==> config.mk <==
export PLATFORM = sky130hd
export DESIGN_NAME = arp_lookup_cache
export DESIGN_NICKNAME = d
export VERILOG_FILES = /design/src/rtl/arp_lookup_cache_pkg.sv /design/src/rtl/arp_cache_cam.sv /design/src/rtl/arp_lookup_cache.sv
export SDC_FILE = /design/constraint.sdc
export NUM_CORES = 1
export LEC_CHECK = 0
export BUFFER_PORTS_ARGS = -buffer_cell sky130_fd_sc_hd__buf_2
export CORE_MARGIN = 3
export CORE_UTILIZATION = 50
export CTS_CLUSTER_SIZE = 40
export DETAILED_ROUTE_END_ITERATION = 7
export GPL_ROUTABILITY_DRIVEN = 0
export GPL_TIMING_DRIVEN = 1
export PLACE_DENSITY = 0.69
export SYNTH_ARGS = -nofsm -noshare
export SYNTH_HDL_FRONTEND = slang
export SYNTH_HIERARCHICAL = 1
export SYNTH_SLANG_ARGS = --single-unit
==> constraint.sdc <==
create_clock -name aclk -period 13.1 [get_ports aclk]
set_clock_uncertainty 0.05 [all_clocks]
set_input_delay 3.93 -clock aclk [delete_from_list [all_inputs] [get_ports aclk]]
set_output_delay 3.93 -clock aclk [all_outputs]
set_load 0.03 [all_outputs]
==> src/rtl/arp_lookup_cache_pkg.sv <==
// Shared constants, reply layout and FSM encoding for the ARP lookup cache.
package arp_lookup_cache_pkg;

  localparam int ARP_LUP_REQ_BITS = 32;
  localparam int ARP_LUP_RSP_BITS = 56;
  localparam int MAC_ADDR_BITS    = 48;
  localparam int ARP_RSP_HIT_BIT  = 48;

  typedef struct packed {
    logic [6:0]               rsvd;
    logic                     hit;
    logic [MAC_ADDR_BITS-1:0] mac;
  } arp_rsp_t;

  typedef enum logic [2:0] {
    ST_IDLE,
    ST_LOOKUP,
    ST_REQ,
    ST_WAIT,
    ST_RSP
  } arp_state_e;

  function automatic arp_rsp_t arp_hit_rsp(input logic [MAC_ADDR_BITS-1:0] mac);
    arp_rsp_t r;
    r.rsvd = '0;
    r.hit  = 1'b1;
    r.mac  = mac;
    return r;
  endfunction

endpackage

==> src/rtl/arp_cache_cam.sv <==
// Fully-associative IP->MAC entry array with a combinational match port
// and a single write port; flush clears every valid bit.
module arp_cache_cam
  import arp_lookup_cache_pkg::*;
#(
  parameter int N_ENTRIES = 8,
  parameter int IDX_W     = $clog2(N_ENTRIES)
) (
  input  logic                        clk,
  input  logic                        rst_n,
  input  logic [ARP_LUP_REQ_BITS-1:0] lkp_ip,
  output logic                        lkp_hit,
  output logic [IDX_W-1:0]            lkp_idx,
  output logic [MAC_ADDR_BITS-1:0]    lkp_mac,
  input  logic                        wr_en,
  input  logic [IDX_W-1:0]            wr_idx,
  input  logic [ARP_LUP_REQ_BITS-1:0] wr_ip,
  input  logic [MAC_ADDR_BITS-1:0]    wr_mac,
  input  logic                        flush
);

  logic [N_ENTRIES-1:0]        valid_q;
  logic [N_ENTRIES-1:0]        valid_d;
  logic [ARP_LUP_REQ_BITS-1:0] ip_q  [N_ENTRIES];
  logic [MAC_ADDR_BITS-1:0]    mac_q [N_ENTRIES];

  // Lowest matching index wins; duplicates cannot arise because installs
  // overwrite an existing entry for the same IP.
  always_comb begin
    lkp_hit = 1'b0;
    lkp_idx = '0;
    lkp_mac = '0;
    for (int i = 0; i < N_ENTRIES; i++) begin
      if (!lkp_hit && valid_q[i] && (ip_q[i] == lkp_ip)) begin
        lkp_hit = 1'b1;
        lkp_idx = IDX_W'(i);
        lkp_mac = mac_q[i];
      end
    end
  end

  always_comb begin
    valid_d = valid_q;
    if (flush) begin
      valid_d = '0;
    end else if (wr_en) begin
      valid_d[wr_idx] = 1'b1;
    end
  end

  always_ff @(posedge clk or negedge rst_n) begin
    if (!rst_n) begin
      valid_q <= '0;
    end else begin
      valid_q <= valid_d;
    end
  end

  always_ff @(posedge clk) begin
    if (wr_en && !flush) begin
      ip_q[wr_idx]  <= wr_ip;
      mac_q[wr_idx] <= wr_mac;
    end
  end

endmodule

==> src/rtl/arp_lookup_cache.sv <==
// ARP resolution cache: local hits, single outstanding network lookup with
// timeout/retry, install of positive replies, and hit/miss/timeout counters.
module arp_lookup_cache
  import arp_lookup_cache_pkg::*;
#(
  parameter int N_ENTRIES      = 8,
  parameter int TIMEOUT_CYCLES = 1024,
  parameter int MAX_RETRY      = 2
) (
  input  logic                        aclk,
  input  logic                        aresetn,
  input  logic                        s_arp_lookup_request_u_valid,
  output logic                        s_arp_lookup_request_u_ready,
  input  logic [ARP_LUP_REQ_BITS-1:0] s_arp_lookup_request_u_data,
  output logic                        m_arp_lookup_reply_u_valid,
  input  logic                        m_arp_lookup_reply_u_ready,
  output logic [ARP_LUP_RSP_BITS-1:0] m_arp_lookup_reply_u_data,
  output logic                        m_arp_lookup_request_n_valid,
  input  logic                        m_arp_lookup_request_n_ready,
  output logic [ARP_LUP_REQ_BITS-1:0] m_arp_lookup_request_n_data,
  input  logic                        s_arp_lookup_reply_n_valid,
  output logic                        s_arp_lookup_reply_n_ready,
  input  logic [ARP_LUP_RSP_BITS-1:0] s_arp_lookup_reply_n_data,
  input  logic                        s_flush,
  output logic [31:0]                 m_hit_cnt,
  output logic [31:0]                 m_miss_cnt,
  output logic [31:0]                 m_timeout_cnt
);

  localparam int IDX_W   = $clog2(N_ENTRIES);
  localparam int TMO_W   = $clog2(TIMEOUT_CYCLES);
  localparam int RETRY_W = $clog2(MAX_RETRY + 2);
  localparam logic [TMO_W-1:0]   TMO_LOAD  = TMO_W'(TIMEOUT_CYCLES - 1);
  localparam logic [RETRY_W-1:0] RETRY_MAX = RETRY_W'(MAX_RETRY);

  arp_state_e                  state_q, state_d;
  logic [ARP_LUP_REQ_BITS-1:0] ip_q, ip_d;
  logic [RETRY_W-1:0]          retry_q, retry_d;
  logic [TMO_W-1:0]            tmo_q, tmo_d;
  arp_rsp_t                    rsp_q, rsp_d;
  logic [IDX_W-1:0]            ptr_q, ptr_d;
  logic [31:0]                 hit_cnt_q, hit_cnt_d;
  logic [31:0]                 miss_cnt_q, miss_cnt_d;
  logic [31:0]                 to_cnt_q, to_cnt_d;
  logic                        usr_req_rdy_q, usr_req_rdy_d;
  logic                        usr_rsp_vld_q, usr_rsp_vld_d;
  logic                        net_req_vld_q, net_req_vld_d;

  logic                        usr_req_hs, usr_rsp_hs, net_req_hs, net_rsp_hs;
  logic                        net_rsp_hit;
  arp_rsp_t                    net_rsp;
  logic                        cam_hit;
  logic [IDX_W-1:0]            cam_idx;
  logic [MAC_ADDR_BITS-1:0]    cam_mac;
  logic                        wr_en;
  logic [IDX_W-1:0]            wr_idx;

  assign net_rsp     = arp_rsp_t'(s_arp_lookup_reply_n_data);
  assign net_rsp_hit = s_arp_lookup_reply_n_data[ARP_RSP_HIT_BIT];

  assign usr_req_hs = s_arp_lookup_request_u_valid && usr_req_rdy_q;
  assign usr_rsp_hs = usr_rsp_vld_q && m_arp_lookup_reply_u_ready;
  assign net_req_hs = net_req_vld_q && m_arp_lookup_request_n_ready;
  assign net_rsp_hs = s_arp_lookup_reply_n_valid && s_arp_lookup_reply_n_ready;

  arp_cache_cam #(
    .N_ENTRIES (N_ENTRIES),
    .IDX_W     (IDX_W)
  ) u_cam (
    .clk     (aclk),
    .rst_n   (aresetn),
    .lkp_ip  (ip_q),
    .lkp_hit (cam_hit),
    .lkp_idx (cam_idx),
    .lkp_mac (cam_mac),
    .wr_en   (wr_en),
    .wr_idx  (wr_idx),
    .wr_ip   (ip_q),
    .wr_mac  (net_rsp.mac),
    .flush   (s_flush)
  );

  always_comb begin
    state_d    = state_q;
    ip_d       = ip_q;
    retry_d    = retry_q;
    tmo_d      = tmo_q;
    rsp_d      = rsp_q;
    ptr_d      = ptr_q;
    hit_cnt_d  = hit_cnt_q;
    miss_cnt_d = miss_cnt_q;
    to_cnt_d   = to_cnt_q;
    wr_en      = 1'b0;
    wr_idx     = ptr_q;

    unique case (state_q)
      ST_IDLE: begin
        if (usr_req_hs) begin
          ip_d    = s_arp_lookup_request_u_data;
          retry_d = '0;
          state_d = ST_LOOKUP;
        end
      end
      ST_LOOKUP: begin
        if (cam_hit) begin
          rsp_d     = arp_hit_rsp(cam_mac);
          hit_cnt_d = hit_cnt_q + 32'd1;
          state_d   = ST_RSP;
        end else begin
          miss_cnt_d = miss_cnt_q + 32'd1;
          state_d    = ST_REQ;
        end
      end
      ST_REQ: begin
        if (net_req_hs) begin
          tmo_d   = TMO_LOAD;
          state_d = ST_WAIT;
        end
      end
      ST_WAIT: begin
        // A reply arriving in the expiry cycle takes priority over the timeout.
        if (net_rsp_hs) begin
          rsp_d   = net_rsp;
          state_d = ST_RSP;
          if (net_rsp_hit) begin
            wr_en = 1'b1;
            if (cam_hit) begin
              wr_idx = cam_idx;
            end else begin
              ptr_d = ptr_q + IDX_W'(1);
            end
          end
        end else if (tmo_q == '0) begin
          if (retry_q < RETRY_MAX) begin
            retry_d = retry_q + RETRY_W'(1);
            state_d = ST_REQ;
          end else begin
            rsp_d    = '0;
            to_cnt_d = to_cnt_q + 32'd1;
            state_d  = ST_RSP;
          end
        end else begin
          tmo_d = tmo_q - TMO_W'(1);
        end
      end
      ST_RSP: begin
        if (usr_rsp_hs) begin
          state_d = ST_IDLE;
        end
      end
      default: state_d = ST_IDLE;
    endcase

    // Flush overrides any install in the same cycle; the reply still goes out.
    if (s_flush) begin
      wr_en = 1'b0;
      ptr_d = '0;
    end

    usr_req_rdy_d = (state_d == ST_IDLE);
    usr_rsp_vld_d = (state_d == ST_RSP);
    net_req_vld_d = (state_d == ST_REQ);
  end

  always_ff @(posedge aclk or negedge aresetn) begin
    if (!aresetn) begin
      state_q       <= ST_IDLE;
      ip_q          <= '0;
      retry_q       <= '0;
      tmo_q         <= '0;
      rsp_q         <= '0;
      ptr_q         <= '0;
      hit_cnt_q     <= '0;
      miss_cnt_q    <= '0;
      to_cnt_q      <= '0;
      usr_req_rdy_q <= 1'b1;
      usr_rsp_vld_q <= 1'b0;
      net_req_vld_q <= 1'b0;
    end else begin
      state_q       <= state_d;
      ip_q          <= ip_d;
      retry_q       <= retry_d;
      tmo_q         <= tmo_d;
      rsp_q         <= rsp_d;
      ptr_q         <= ptr_d;
      hit_cnt_q     <= hit_cnt_d;
      miss_cnt_q    <= miss_cnt_d;
      to_cnt_q      <= to_cnt_d;
      usr_req_rdy_q <= usr_req_rdy_d;
      usr_rsp_vld_q <= usr_rsp_vld_d;
      net_req_vld_q <= net_req_vld_d;
    end
  end

  assign s_arp_lookup_request_u_ready = usr_req_rdy_q;
  assign m_arp_lookup_reply_u_valid   = usr_rsp_vld_q;
  assign m_arp_lookup_reply_u_data    = rsp_q;
  assign m_arp_lookup_request_n_valid = net_req_vld_q;
  assign m_arp_lookup_request_n_data  = ip_q;
  assign s_arp_lookup_reply_n_ready   = 1'b1;
  assign m_hit_cnt                    = hit_cnt_q;
  assign m_miss_cnt                   = miss_cnt_q;
  assign m_timeout_cnt                = to_cnt_q;

endmodule

==> run metrics <==
# H-tree levels 3; Syn-to-layout area delta 14.2%; Setup Crit Path Kind in2reg; first-pass GRT wire length ~140 mm; CTS root buf clkbuf_16; distinct cell type count of the synthesized netlist 76; Core Box Area between 0.07 and 0.08 sq mm; arrival time worst endpoint 7.69 ns; drt first-iter violations 2,065; Die H roughly 280 microns; leakage about 17 nW; Period minus WS final between 7 and 8 ns; Peak supply drop about 160 uV; Async S/R FF share, synth approximately a quarter; post-CTS sizing 0; Sink Count 853; Vias per Instance about 6.0; crit-path max FO just under 60; TritonRoute pass-1 iters 8; post-synthesis register bit count between 800 and 900; EDFF count, synth between 600 and 700; Antenna Nets Post-Route 0; Max Transition Viols Final 0; Fin Setup TNS 0 ns; # nets final just over 3k; number of CTS-inserted buffers 89; Setup crit start kind primary input; DRC 0; CTS tree done; DRT Wirelength 93.7 mm; post-detail-place hpwl 55.7 mm; RSZ-0062 raised after global routing false; Crit. End Element register; fin crit share a little under three fifths; Synth Flop Type edfxtp_1; hold buffer count at cts 0; syn_nets roughly 2.8k; row cnt 99; Buffers on Ports ~280; Bufs on Longest Clock Path 3; GRT Util Overall 23.8%; setup violators final 0; Min Hold Slack 0.427 ns; Fillers just under 6k; Post-Syn Area per Cell around 14 sq um; routed len/inst 23.3 microns; Mapped Cells about 2.7k; vias in the first global route between 20k and 25k; grt ovf 0; Post-CTS Setup Repair Bufs 0; yosys warns 6; Worst Tran Pin Value approximately 1.3 ns; vias post-DR about 24k; WP data required roughly 13 ns; IO Pins 283; DIE AREA 0.0776 sq mm; Syn Std Cell Area about 0.037 sq mm; slack of the critical path ~5.6 ns; status complete, no violations; Slew headroom 10.6%; Reg clk slew, reported paths roughly 0.060 ns; Die X-Extent between 200 and 300 microns; worst skew pair latency about 0.65 ns; fmax around 130 MHz; initial antenna violation count 5; Worst Hold Class reg2reg; Setup Slack @ Placement between 5 and 6 ns; Final Hold Viols 0; Seq/Total Area, Yosys between 60% and 70%; pwr dens 167 mW/mm^2; max-cap viol count 0; layout cells sized above 1 between 10% and 20%; Starting Density between 50% and 60%; largest net degree at the start of global routing between 100 and 150
[critical path, stage by stage]
cell and delay, ns:
buf_2 0.14, and4b_2 0.22, buf_4 0.60, nand3_1 0.26, mux2_2 0.40, nand2_1 0.26, nor2_4 1.07, buf_4 0.69
[placed cells by master (no fill, tap or decap), drive strengths merged, types with 25 or more instances in the layout]
| master | count |
|---|---|
| nor2 | 121 |
| o311ai | 47 |
| mux2 | 54 |
| nand3 | 153 |
| nor4 | 44 |
| clkbuf | 134 |
| edfxtp | 640 |
| buf | 355 |
| o21a | 48 |
| clkinv | 25 |
| o311a | 48 |
| xor2 | 124 |
| nor3 | 89 |
| inv | 117 |
| a2bb2oi | 48 |
| nand4 | 125 |
| dfrtp | 212 |
| nand2 | 144 |
| a22o | 102 |
| mux2i | 49 |
| xnor2 | 227 |
[state kept, by name, summed over array words and instances (netlist names)]
register,count
u_cam/mac_q,384
ptr_q,3
tmo_q,10
u_cam/ip_q,256
s_arp_lookup_request_u_ready,1
state_q,3
m_arp_lookup_request_n_valid,1
m_arp_lookup_reply_u_data,56
retry_q,2
m_miss_cnt,32
m_arp_lookup_request_n_data,32
m_hit_cnt,32
m_timeout_cnt,32
m_arp_lookup_reply_u_valid,1
u_cam/valid_q,8
[logic make-up (layout without fill, tap and decap cells)]
family | after synthesis | after routing | synth area share, %
and+or+nand+nor | 764 | 764 | 11.0
muxes | 103 | 103 | 2.96
xor gates and xnor gates | 351 | 351 | 8.27
buffers and inverters | 305 | 639 | 3.81
DFF | 853 | 853 | 66.1
adders and majority gates | 5 | 5 | 0.168
AOI/OAI and AO/OA | 335 | 335 | 7.73
other | 1 | 3 | 0.0101
[power breakdown]
group / switching [W] / internal (W)
combinational: 0.000921 / 0.000431
sequential: 0.000112 / 0.00312
clock: 0.00103 / 0.00148
[layout make-up]
type                       instances  area, sq um  share of cell area (%)
antenna                            2         5.00                  0.0118
clock buffer                     134         2570                    6.06
clock inverter                    34          365                   0.861
inverter                         116          435                    1.03
multi-input combinational       1559        11300                    26.7
sequential                       853        24500                    57.8
tap                              959         1200                    2.83
timing repair buffer             355         1970                    4.65
[synthesized netlist by cell type (all sizes together) (7+ instances only)]
master,instances,area share (%)
xnor2,227,5.3
and4,20,0.47
buf,101,1.7
o21a,48,0.97
edfxtp,640,52
nand3,153,2.1
clkbuf,88,0.92
and3,20,0.34
or4,7,0.16
nor3,89,1.2
a2bb2oi,48,1.1
and2,7,0.12
nand2,144,1.5
nand4,125,2.2
o311a,48,1.3
dfrtp,212,14
a21o,7,0.14
inv,116,1.2
nor2,121,1.2
mux2i,49,1.3
a22o,102,2.4
nor4,44,0.95
mux2,54,1.6
xor2,124,2.9
o311ai,47,1.1
[metrics by stage]
step,power (W),instances,util (%),area [sq um]
6_report,0.00709,4012,57.9,42400
3_5_place_dp,0.00465,3842,53.9,39500
3_3_place_gp,0.00461,3842,53.9,39500
4_1_cts,0.00715,4010,57.9,42400
5_1_grt,0.00738,4012,57.9,42400
2_1_floorplan,0.00415,2717,-,37200
[path summary, 6_finish.rpt]
path	startpoint	end	slack, ns	depth (start not counted)
min in group asynchronous	aresetn	m_arp_lookup_reply_u_data[22]$_DFFE_PN0P_	3.15	1
max reg2reg	m_arp_lookup_request_n_data[24]$_DFFE_PN0P_	u_cam/ip_q[3][30]$_DFFE_PP_	6.53	13
min	m_hit_cnt[31]$_DFFE_PN0P_	m_hit_cnt[31]$_DFFE_PN0P_	0.43	1
min reg2reg	m_hit_cnt[31]$_DFFE_PN0P_	m_hit_cnt[31]$_DFFE_PN0P_	0.43	1
max	s_arp_lookup_reply_n_valid	u_cam/ip_q[3][30]$_DFFE_PP_	5.63	8
max in group asynchronous	aresetn	m_timeout_cnt[21]$_DFFE_PN0P_	8.02	3
[metal layers]
| layer | global-route usage [%] | part of all wire [%] | up-vias |
|---|---|---|---|
| met3 | 3.68 | 6.7 | 159 |
| met5 | 0 | 0.015 | - |
| met4 | 7.29 | 2.6 | 4 |
| met1 | 32.5 | 41 | 12300 |
| li1 | - | - | 10700 |
| met2 | 39.7 | 50 | 950 |
(Power assumes the default switching activity.)
